[src/rtl/param_sync_fifo.sv]
// Single-clock FIFO with standard or first-word-fall-through reads, occupancy
// flags, sticky overflow/underflow error flags and a synchronous flush.
module param_sync_fifo #(
    parameter int DATA_WIDTH = 8,
    parameter int DEPTH      = 8,
    parameter int AF_TH      = 6,
    parameter int AE_TH      = 1,
    parameter int FWFT       = 0,
    localparam int ADDR_W    = $clog2(DEPTH)
) (
    input  logic                  Clk,
    input  logic                  reset,
    input  logic                  flush,
    input  logic                  wrEn,
    input  logic [DATA_WIDTH-1:0] dataIn,
    output logic                  full,
    output logic                  almostFull,
    input  logic                  rdEn,
    output logic [DATA_WIDTH-1:0] dataOut,
    output logic                  dataValid,
    output logic                  empty,
    output logic                  almostEmpty,
    output logic [ADDR_W:0]       count,
    output logic                  overflow,
    output logic                  underflow,
    input  logic                  clearErr
);

    localparam logic [ADDR_W:0] AF_V = (ADDR_W+1)'(AF_TH);
    localparam logic [ADDR_W:0] AE_V = (ADDR_W+1)'(AE_TH);

    logic [DATA_WIDTH-1:0] mem_q [DEPTH];

    logic [ADDR_W:0]       wr_ptr_q, wr_ptr_d;
    logic [ADDR_W:0]       rd_ptr_q, rd_ptr_d;
    logic [ADDR_W:0]       count_q, count_d;
    logic                  full_q, full_d;
    logic                  empty_q, empty_d;
    logic                  af_q, af_d;
    logic                  ae_q, ae_d;
    logic                  ovf_q, ovf_d;
    logic                  unf_q, unf_d;
    logic [DATA_WIDTH-1:0] dout_q, dout_d;
    logic                  dvalid_q, dvalid_d;
    logic                  wr_acc, rd_acc;
    logic [ADDR_W-1:0]     rd_addr;

    assign rd_addr = rd_ptr_q[ADDR_W-1:0];

    // A request is accepted only against the registered flags of this cycle:
    // wrEn is taken when !full, rdEn when !empty, and flush overrides both.
    always_comb begin
        wr_acc   = wrEn & ~full_q & ~flush;
        rd_acc   = rdEn & ~empty_q & ~flush;
        wr_ptr_d = flush ? '0 : wr_ptr_q + {{ADDR_W{1'b0}}, wr_acc};
        rd_ptr_d = flush ? '0 : rd_ptr_q + {{ADDR_W{1'b0}}, rd_acc};
        count_d  = wr_ptr_d - rd_ptr_d;
        full_d   = (wr_ptr_d[ADDR_W] != rd_ptr_d[ADDR_W]) &&
                   (wr_ptr_d[ADDR_W-1:0] == rd_ptr_d[ADDR_W-1:0]);
        empty_d  = (wr_ptr_d == rd_ptr_d);
        af_d     = (count_d >= AF_V);
        ae_d     = (count_d <= AE_V);
        ovf_d    = (wrEn & full_q & ~flush) | (ovf_q & ~clearErr);
        unf_d    = (rdEn & empty_q & ~flush) | (unf_q & ~clearErr);
        dout_d   = dout_q;
        dvalid_d = 1'b0;
        if (rd_acc) begin
            dout_d   = mem_q[rd_addr];
            dvalid_d = 1'b1;
        end
    end

    // Storage is deliberately left out of reset.
    always_ff @(posedge Clk) begin
        if (wr_acc) begin
            mem_q[wr_ptr_q[ADDR_W-1:0]] <= dataIn;
        end
    end

    always_ff @(posedge Clk or posedge reset) begin
        if (reset) begin
            wr_ptr_q <= '0;
            rd_ptr_q <= '0;
            count_q  <= '0;
            full_q   <= 1'b0;
            empty_q  <= 1'b1;
            af_q     <= 1'b0;
            ae_q     <= 1'b1;
            ovf_q    <= 1'b0;
            unf_q    <= 1'b0;
            dout_q   <= '0;
            dvalid_q <= 1'b0;
        end else begin
            wr_ptr_q <= wr_ptr_d;
            rd_ptr_q <= rd_ptr_d;
            count_q  <= count_d;
            full_q   <= full_d;
            empty_q  <= empty_d;
            af_q     <= af_d;
            ae_q     <= ae_d;
            ovf_q    <= ovf_d;
            unf_q    <= unf_d;
            dout_q   <= dout_d;
            dvalid_q <= dvalid_d;
        end
    end

    // FWFT exposes the head word directly; it reads as zero while empty.
    generate
        if (FWFT != 0) begin : g_fwft
            assign dataOut   = empty_q ? '0 : mem_q[rd_addr];
            assign dataValid = ~empty_q;
        end else begin : g_std
            assign dataOut   = dout_q;
            assign dataValid = dvalid_q;
        end
    endgenerate

    assign full        = full_q;
    assign empty       = empty_q;
    assign almostFull  = af_q;
    assign almostEmpty = ae_q;
    assign count       = count_q;
    assign overflow    = ovf_q;
    assign underflow   = unf_q;

endmodule

[config.mk]
export PLATFORM = sky130hd
export DESIGN_NAME = param_sync_fifo
export DESIGN_NICKNAME = d
export VERILOG_FILES = /design/src/rtl/param_sync_fifo.sv
export SDC_FILE = /design/constraint.sdc
export NUM_CORES = 1
export LEC_CHECK = 0
export ABC_AREA = 1
export CAP_MARGIN = 25
export CORE_ASPECT_RATIO = 1.25
export CORE_MARGIN = 2
export CORE_UTILIZATION = 45
export CTS_BUF_LIST = sky130_fd_sc_hd__clkbuf_16
export DETAILED_ROUTE_END_ITERATION = 10
export PLACE_DENSITY_LB_ADDON = 0.15
export RECOVER_POWER = 50
export SYNTH_ARGS = -nofsm -noshare
export SYNTH_HDL_FRONTEND = slang
export SYNTH_SLANG_ARGS = --single-unit
[constraint.sdc]
create_clock -name Clk -period 2.51 [get_ports Clk]
set_clock_uncertainty 0.2 [all_clocks]
set_input_delay 0.753 -clock Clk [delete_from_list [all_inputs] [get_ports Clk]]
set_output_delay 0.753 -clock Clk [all_outputs]
set_load 0.05 [all_outputs]
# ---- Word-level counts from Yosys, hierarchy flattened
# Memories as Yosys holds them, arrays and structs flattened. A register that Yosys moved wholly into a read port is not among the register bits.
# Index checks and enable logic that the tools add are counted.
dict set report totals {
  reg_bits 19
  mem_bits_rw 64
  inputBits 14
  mem_count 1
}
dict set report classes {
  n_addsub 3
  n_lt_le_gt_ge 2
  n_eq_ne 3
  n_mux 5
  bitwise_logic 16
  reduce_logical 1
}
# name words width rd rd_ports_with_merged_regs write_ports line_no
set memory_table {}
lappend memory_table {mem_q 8 8 1 1 1 32} ;# logic [DATA_WIDTH-1:0] mem_q [DEPTH];
# operator n
set ops {}
lappend ops {{1-bit AND} 10}
lappend ops {{4-bit by 1-bit adder with 4-bit output} 2}
lappend ops {{4-bit 2-to-1 mux} 2}
lappend ops {{4-bit equality test} 1}
lappend ops {{4-bit by 3-bit >= comparator with 1-bit output, second input constant} 1}
lappend ops {{4-bit by 1-bit <= comparator with 1-bit output, second input constant} 1}
lappend ops {{1-bit NOT} 4}
lappend ops {{4-bit subtractor} 1}
lappend ops {{3-bit equality test} 1}
lappend ops {{1-bit 2-to-1 mux} 3}
lappend ops {{1-bit OR} 2}
lappend ops {{1-bit logical AND} 1}
lappend ops {{1-bit != test} 1}

# ---- Longest topological paths before layout
dict set report depth {
  word_depth 7
  mapped_depth 16
}

# ---- Least setup slack after synthesis
# No wires, ideal clock.
dict set report synth_path {
  path_type {input port to flip-flop}
  from {input flush}
  to {register ae_q, in the netlist almostEmpty}
  setup_ns 0.064
  arrival_ns 2.679
  t_required_ns 2.246
  slack_ns -0.433
  cell_stages 12
  cell_sequence {inv_2 buf_6 nand2_2 nor2_4 ha_1 ha_1 nand2_1 inv_1 fa_1 inv_1 or2_2 nor2_2}
}
dict set report synth_between {
  elab_chain_cells 6
  word_cells_on_any_way 9
}
# item line_no
set synth_rtl {}
lappend synth_rtl {{start: declaration} 13} ;# input logic flush,
lappend synth_rtl {{1-bit NOT} 54} ;# rd_acc = rdEn & ~empty_q & ~flush;
lappend synth_rtl {{1-bit AND} 54}
lappend synth_rtl {{4-bit by 1-bit adder with 4-bit output} 56} ;# rd_ptr_d = flush ? '0 : rd_ptr_q + {{ADDR_W{1'b0}}, rd_acc};
lappend synth_rtl {{4-bit 2-to-1 mux *} 56}
lappend synth_rtl {{net rd_ptr_d[1]} 35} ;# logic [ADDR_W:0] rd_ptr_q, rd_ptr_d;
lappend synth_rtl {{4-bit subtractor *} 57} ;# count_d = wr_ptr_d - rd_ptr_d;
lappend synth_rtl {{net count_d[1]} 36} ;# logic [ADDR_W:0] count_q, count_d;
lappend synth_rtl {{4-bit by 1-bit <= comparator with 1-bit output *} 62} ;# ae_d = (count_d <= AE_V);
lappend synth_rtl {{net ae_d} 40} ;# logic ae_q, ae_d;
lappend synth_rtl {{end signal: assignment} 88} ;# ae_q <= 1'b1;
lappend synth_rtl {{end signal: assignment} 100} ;# ae_q <= ae_d;
lappend synth_rtl {{end: declaration} 40}
# The timed path passes the listed nets; every way through them passes the cells marked *.

# ---- Final worst setup path
dict set report layout_path {
  from {register dout_q[3], in the netlist dataOut[3], read port of mem_q}
  to {output dataOut[3]}
}
# item line_no
set layout_lines {}
lappend layout_lines {{start: declaration} 43} ;# logic [DATA_WIDTH-1:0] dout_q, dout_d;
lappend layout_lines {{end: declaration} 19} ;# output logic [DATA_WIDTH-1:0] dataOut,
# No word-level cell between the ends.

==> summary.md <==
| Metric | Value |
|---|---|
| Status | `finished with violations` |
| Failing checks | `design-rule violations` |
| CTS root buf | `clkbuf_16` |
| Initial antenna violation count | `0` |
| Die Height | `106 µm` |
| Share of cells above drive strength 1 | `about a quarter` |
| Worst-margin pin slew | `0.677 ns` |
| VDD IR max | `roughly 400 µV` |
| Vias in the first global route | `roughly 2,500` |
| Sink Count | `91` |
| DRT antenna net count | `0` |
| Hold Vio Cnt, Final | `0` |
| R2r setup slk | `0.19 ns` |
| Kind of critical path | `reg2out` |
| WL final | `around 8000 µm` |
| Crit path launch type | `flop` |
| Max-slew violation count | `0` |
| Cts hold-fix bufs | `0` |
| Via count | `approximately 2,500` |
| Slew headroom | `approximately 55%` |
| Multi-input gate area | `between 0.001 and 0.0015 mm²` |
| Vias/cell | `5.17` |
| Detail Placement HPWL | `5480 µm` |
| Syn. warnings | `0` |
| CP Max Fanout | `2` |
| Synth Instances | `between 300 and 400` |
| Starting Density | `45.9%` |
| Final instance area | `0.00482 mm²` |
| Max Cap Viol | `0` |
| Nets | `406` |
| GRT Total Usage | `between 10% and 20%` |
| Cell breakdown of the critical path | `clkdlybuf4s50_1` |
| Yosys reg bits | `between 90 and 100` |
| Drt initial violations | `between 150 and 200` |
| Core Rows | `37` |
| Buffers and inverters on the worst path | `1` |
| Worst path arrival time | `around 1.5 ns` |
| RSZ-0062 raised after global routing | `no` |
| Worst hold path class | `reg2reg` |
| Worst setup EP type | `output pin` |
| Delay-heaviest family, CP | `buffers and inverters` |
| Yosys cell types | `25` |
| Tmin final | `about 2.5 ns` |
| Pwr Density | `765 mW/mm²` |
| First-pass GRT wire length | `12,800 µm` |
| Max incr delay on CP | `~0.8 ns` |
| Fin Setup TNS | `0 ns` |
| Part of the cycle the worst path needs | `between 90% and 100%` |
| Achievable frequency | `roughly 0.41 GHz` |
| PortBufs | `32` |
| Largest net degree at the start of global routing | `35` |
| Final setup vio count | `0` |
| Reg2reg path depth | `13` |
| Hold_sp | `dataOut[5]` |
| Post-DP Area | `0.00450 mm²` |
| Highest-count cells in the layout ignoring fill and taps | `64 x edfxtp_1, 58 x nor2_1, 37 x buf_4, 28 x nand2_1, 25 x dfrtp_1` |
| Num CTS Buffers | `9` |
| Syn_nets | `approximately 340` |
| Reg clk slew, reported paths | `about 0.060 ns` |
| Worst hold path stage count | `2` |
| RR Endpoint | `almostEmpty` |
| Drt pass-1 iters | `7` |
| Fillers | `675` |
| Slowest CP cell | `clkdlybuf4s50_1` |
| Leak | `about 1.9 nW` |
| Clock Tree Buf Depth | `2` |
| Remaining global-route overflow | `0` |
| Final core utilization | `around three fifths` |
| Synth Cell Area | `about 0.0038 mm²` |
| I/O pins | `33` |
| Critical Path RT | `1.56 ns` |
| R2R Path Start | `empty` |
| DR DRC count | `2` |
| Sink of the worst hold path | `dataOut[5]` |
| Area Growth Syn to Fin | `28.4%` |
| Core Area | `between 0.008 and 0.009 mm²` |
| DIE WIDTH | `approximately 86 µm` |
| Seq/Total Area, Yosys | `between 60% and 70%` |
| GP Congestion | `slightly below 0.8` |
| H-Tree Depth | `3` |
| CTS tree | `built` |
| Register Area | `roughly 0.0026 mm²` |
| Total die area | `between 0.009 and 0.01 mm²` |
| Syn Area/Cell | `11.9 µm²` |
| Clock Latency Late Sink | `around 0.34 ns` |
| Routed len/inst | `16.4 µm` |
| ANT cells | `0` |
| Commonest non-fill, non-tap cell in the layout | `edfxtp_1` |
## layout make-up
type / instances / area share (%)
inverters: 23 / 2.18
multi-input cells: 189 / 23.9
repair buffers: 70 / 12.2
flip-flops and latches: 91 / 53.9
clock inverters: 7 / 0.623
well taps: 97 / 2.52
clock buffers: 9 / 4.67
## repair_timing
action | CTS | global route
gates resized for setup | 18 | 6
buffers inserted | 5 | 1
pin swaps | 10 | 5
hold endpoints to repair | 0 | 0
setup endpoints to repair | 7 | 3
## report_power, final
| group | switching [mW] | internal [mW] | total [mW] |
|---|---|---|---|
| clock network | 0.518 | 0.650 | 1.17 |
| logic | 0.500 | 0.256 | 0.756 |
| registers | 0.0496 | 1.71 | 1.76 |
| total | 1.07 | 2.62 | 3.69 |
## registers in the layout (all words and copies together), names as in the netlist, 4 cells and up
| signal | count |
|---|---|
| count | 4 |
| dataOut | 8 |
| mem_q | 64 |
| wr_ptr_q | 4 |
| rd_ptr_q | 4 |
## per-layer routing
metal  wire, µm  share of wire, %  GRT usage, %
met2       4000                50          31.3
met1       3550                44          23.7
met4        244               3.1          9.41
met3        180               2.3          3.49
met5          0                 0             0
## worst max-delay path by stage
stage,endpoint,from,depth (start not counted),slack (ns)
after floorplan,almostEmpty,flush,12,-0.26
after global placement,almostEmpty,flush,17,-0.70
after CTS,almostEmpty,wrEn,10,0.02
after detailed placement,almostEmpty,flush,17,-0.73
final,dataOut[3],dataOut[3],1,0.05
after global routing,almostFull,flush,15,0.01
## synthesized netlist by cell type
| cell type | count | area (µm²) |
|---|---|---|
| a21oi_1 | 3 | 15.0 |
| dfrtp_1 | 25 | 626 |
| ha_1 | 7 | 87.6 |
| nand3_1 | 14 | 70.1 |
| fa_1 | 1 | 20.0 |
| inv_1 | 21 | 78.8 |
| buf_6 | 1 | 11.3 |
| edfxtp_1 | 64 | 1920 |
| or2_2 | 1 | 6.26 |
| nor2_4 | 3 | 33.8 |
| o21ai_0 | 20 | 100 |
| o21bai_1 | 1 | 7.51 |
| dfstp_2 | 2 | 52.6 |
| xnor2_1 | 2 | 17.5 |
| inv_2 | 2 | 7.51 |
| nor2_1 | 61 | 229 |
| nor2_2 | 1 | 6.26 |
| buf_4 | 2 | 15.0 |
| buf_2 | 9 | 45.0 |
| o21ai_1 | 14 | 70.1 |
| nand2_2 | 7 | 43.8 |
| o211ai_1 | 16 | 120 |
| nand4_1 | 2 | 12.5 |
| nand3_2 | 4 | 40.0 |
| nand2_1 | 32 | 120 |
## stage by stage
stage	setup WS, ns	hold slack (ns)	instances	power (mW)
floorplan	-0.263	0.361	315	2.27
global placement	-0.696	0.266	465	2.54
detailed placement	-0.727	0.265	465	2.55
CTS	0.0176	0.281	486	3.72
global route	0.0103	0.306	486	3.83
finish	0.0532	0.274	486	3.69
## cells by family after synthesis
kind of cell / count (synthesis) / share of synthesized area, %
adder cells (fa/ha/maj): 8 / 2.86
XOR/XNOR: 2 / 0.466
flip-flops: 91 / 69.2
buffers and inverters: 35 / 4.20
AND/OR/NAND/NOR: 125 / 15.0
AO/OA/AOI/OAI: 54 / 8.33
Power figures use the tool's default switching activity.
==> patch (same flow settings) <==
Put one more register stage on the output `count`, with the module's reset. The value now appears one clock later. The other outputs are not delayed to match.
--- a/src/rtl/param_sync_fifo.sv
+++ b/src/rtl/param_sync_fifo.sv
@@ -122,3 +122,9 @@
     assign almostEmpty = ae_q;
-    assign count       = count_q;
+    always_ff @(posedge Clk or posedge reset) begin
+        if (reset) begin
+            count <= '0;
+        end else begin
+            count <= count_q;
+        end
+    end
     assign overflow    = ovf_q;
Formal check against the unedited RTL: not equivalent (a bounded check fails within 4 cycles, from zero or initial values and one cycle with reset high).
==> patch against the original RTL <==
  * Total power rose by 2.8%
  * Synthesized area is 2.7% higher
  * Synthesized cell count rose by 1.3%
  * Critical path type unchanged
  * Cell area up 0.80%
  * Critical path depth is the same
  * Setup slack gained 0.010 ns
  * Routed wire length increased by 5.1%
  * Sequential share of layout area rose by 1.6 points
  * Maximum frequency up 0.41%
  * Sequential cell count is 4 higher
  * Via count is 1.1% higher
==> patch: results (changes against the original RTL) <==
Status
  • Status: completed

Layout
  • Max FFs per register: 64 (unchanged)
  • Final net count: 402 (-0.99%)
  • Share of post-route cells with drive strength above 1: 24.2% (-0.78 points)
  • Fillers: 681 (+0.89%)

Logic synthesis
  • Async SR Flop Fraction: 32.6% (+3.0 points)
  • Top post-synthesis cells by count: 64 x edfxtp_1, 61 x nor2_1, 32 x nand2_1
  • Syn Nets: 341 (+1.2%)
  • Register area share after synthesis: 70.0% (+0.80 points)
  • Post-synthesis instance total: 319 (+1.3%)
  • Yosys cell types: 25 (unchanged)
  • Post-synth EDFFs: 64 (unchanged)
  • Top post-synthesis cells by area: edfxtp_1 50%, dfrtp_1 19%, nor2_1 5.9%

Pwr
  • Leakage power: 1.95 nW (+0.81%)
  • Sequential power share: 48.4% (+0.6 points)
  • Clock power frac: 31.8% (about the same)
  • Peak supply drop: 0.000423 V (+5.2%)
  • PwrDens: 780 nW/um^2 (+2.0%)
  • Switch share: 29.1% (+0.18 points)

Clock tree
  • Num CTS Buffers: 9 (unchanged)
  • Max Root-Sink Buffers: 2 (unchanged)
  • CTS clk-pin slew, worst paths: 0.06 ns (about the same)
  • Max H-tree Level: 3 (unchanged)

Placed design
  • Pre-CTS WS: -0.665 ns (+0.0628 ns)
  • Hpwl dp: 5340 um (-2.6%)
  • Gpl congestion: 0.834 (+8.4%)
  • Dpl cell area: 4550 um^2 (+1.1%)

STA
  • Slew headroom: 49.2% (-5.7 points)

Global routing
  • All-Layer GR Usage: 19.5% (+0.64 points)
  • Largest net degree at the start of global routing: 35 (unchanged)
  • First-pass GRT wire length: 13100 um (+2.2%)

Drt
  • DRT Pass-1 Iters: 4 (-3)
  • Via count: 2540 (+1.1%)
  • Drt first-iter violations: 141 (-6.6%)
  • Post-Route WL: 8370 um (+5.1%)

Setup path
  • CP peak stage delay: 0.81 ns (about the same)
  • Worst R2R Path Depth: 9 (-4)

Min path
  • Worst hold path depth: 0 (-2)
## patch: cell type report
type	count	area, um^2	area share [%]
flip-flops and latches	95	2700	55.5
multi-input cells	189	1160	23.9
repair buffers	62	517	10.6
clock buffers	9	225	4.63
well taps	97	121	2.50
inverters	23	105	2.16
clock inverters	7	33.8	0.695
## patch: cell families (layout without fill, tap and decap cells)
kind of cell | Yosys count | count (layout) | synth area share, %
AOI/OAI and AO/OA | 54 | 54 | 8.11
xor gates and xnor gates | 2 | 2 | 0.454
adders and majority gates | 8 | 8 | 2.79
buffers and inverters | 35 | 101 | 4.09
DFF | 95 | 95 | 70.0
and+or+nand+nor | 125 | 125 | 14.6
## patch: through the flow
step / hold WS [ns] / instances / setup TNS [ns] / util [%]
5_1_grt: 0.155 / 482 / 0 / 58.7
6_report: 0.143 / 482 / 0 / 58.7
4_1_cts: 0.147 / 483 / 0 / 58.6
3_5_place_dp: 0.136 / 463 / -10.40 / 54.9
3_3_place_gp: 0.135 / 463 / -9.03 / 54.9
2_1_floorplan: 0.131 / 319 / -0.574 / -
## patch: layer usage
layer | up-vias | global-route usage [%] | part of all wire (%)
met1 | 1266 | 25.2 | 44
li1 | 1215 | - | -
met3 | 12 | 3.91 | 3.7
met4 | 0 | 9.71 | 2.0
met2 | 47 | 31.2 | 50
met5 | - | 0 | 0
## patch: worst paths after layout
check / start / endpoint / slack [ns]
worst max-delay path: dataOut[3] / dataOut[3] / 0.06
worst min-delay path: count_q[2] / count[2] / 0.14
worst max register to register: empty / almostEmpty / 0.18
worst min register to register: count_q[2] / count[2] / 0.14
max in group asynchronous: reset / rd_ptr_q[3] / 0.76
min in group asynchronous: reset / dataOut[2] / 0.86
## patch: repair_timing
action | CTS | global route
setup endpoints to repair | 7 | 5
resized for setup | 15 | 9
setup buffers | 4 | 0
pin swaps | 7 | 2
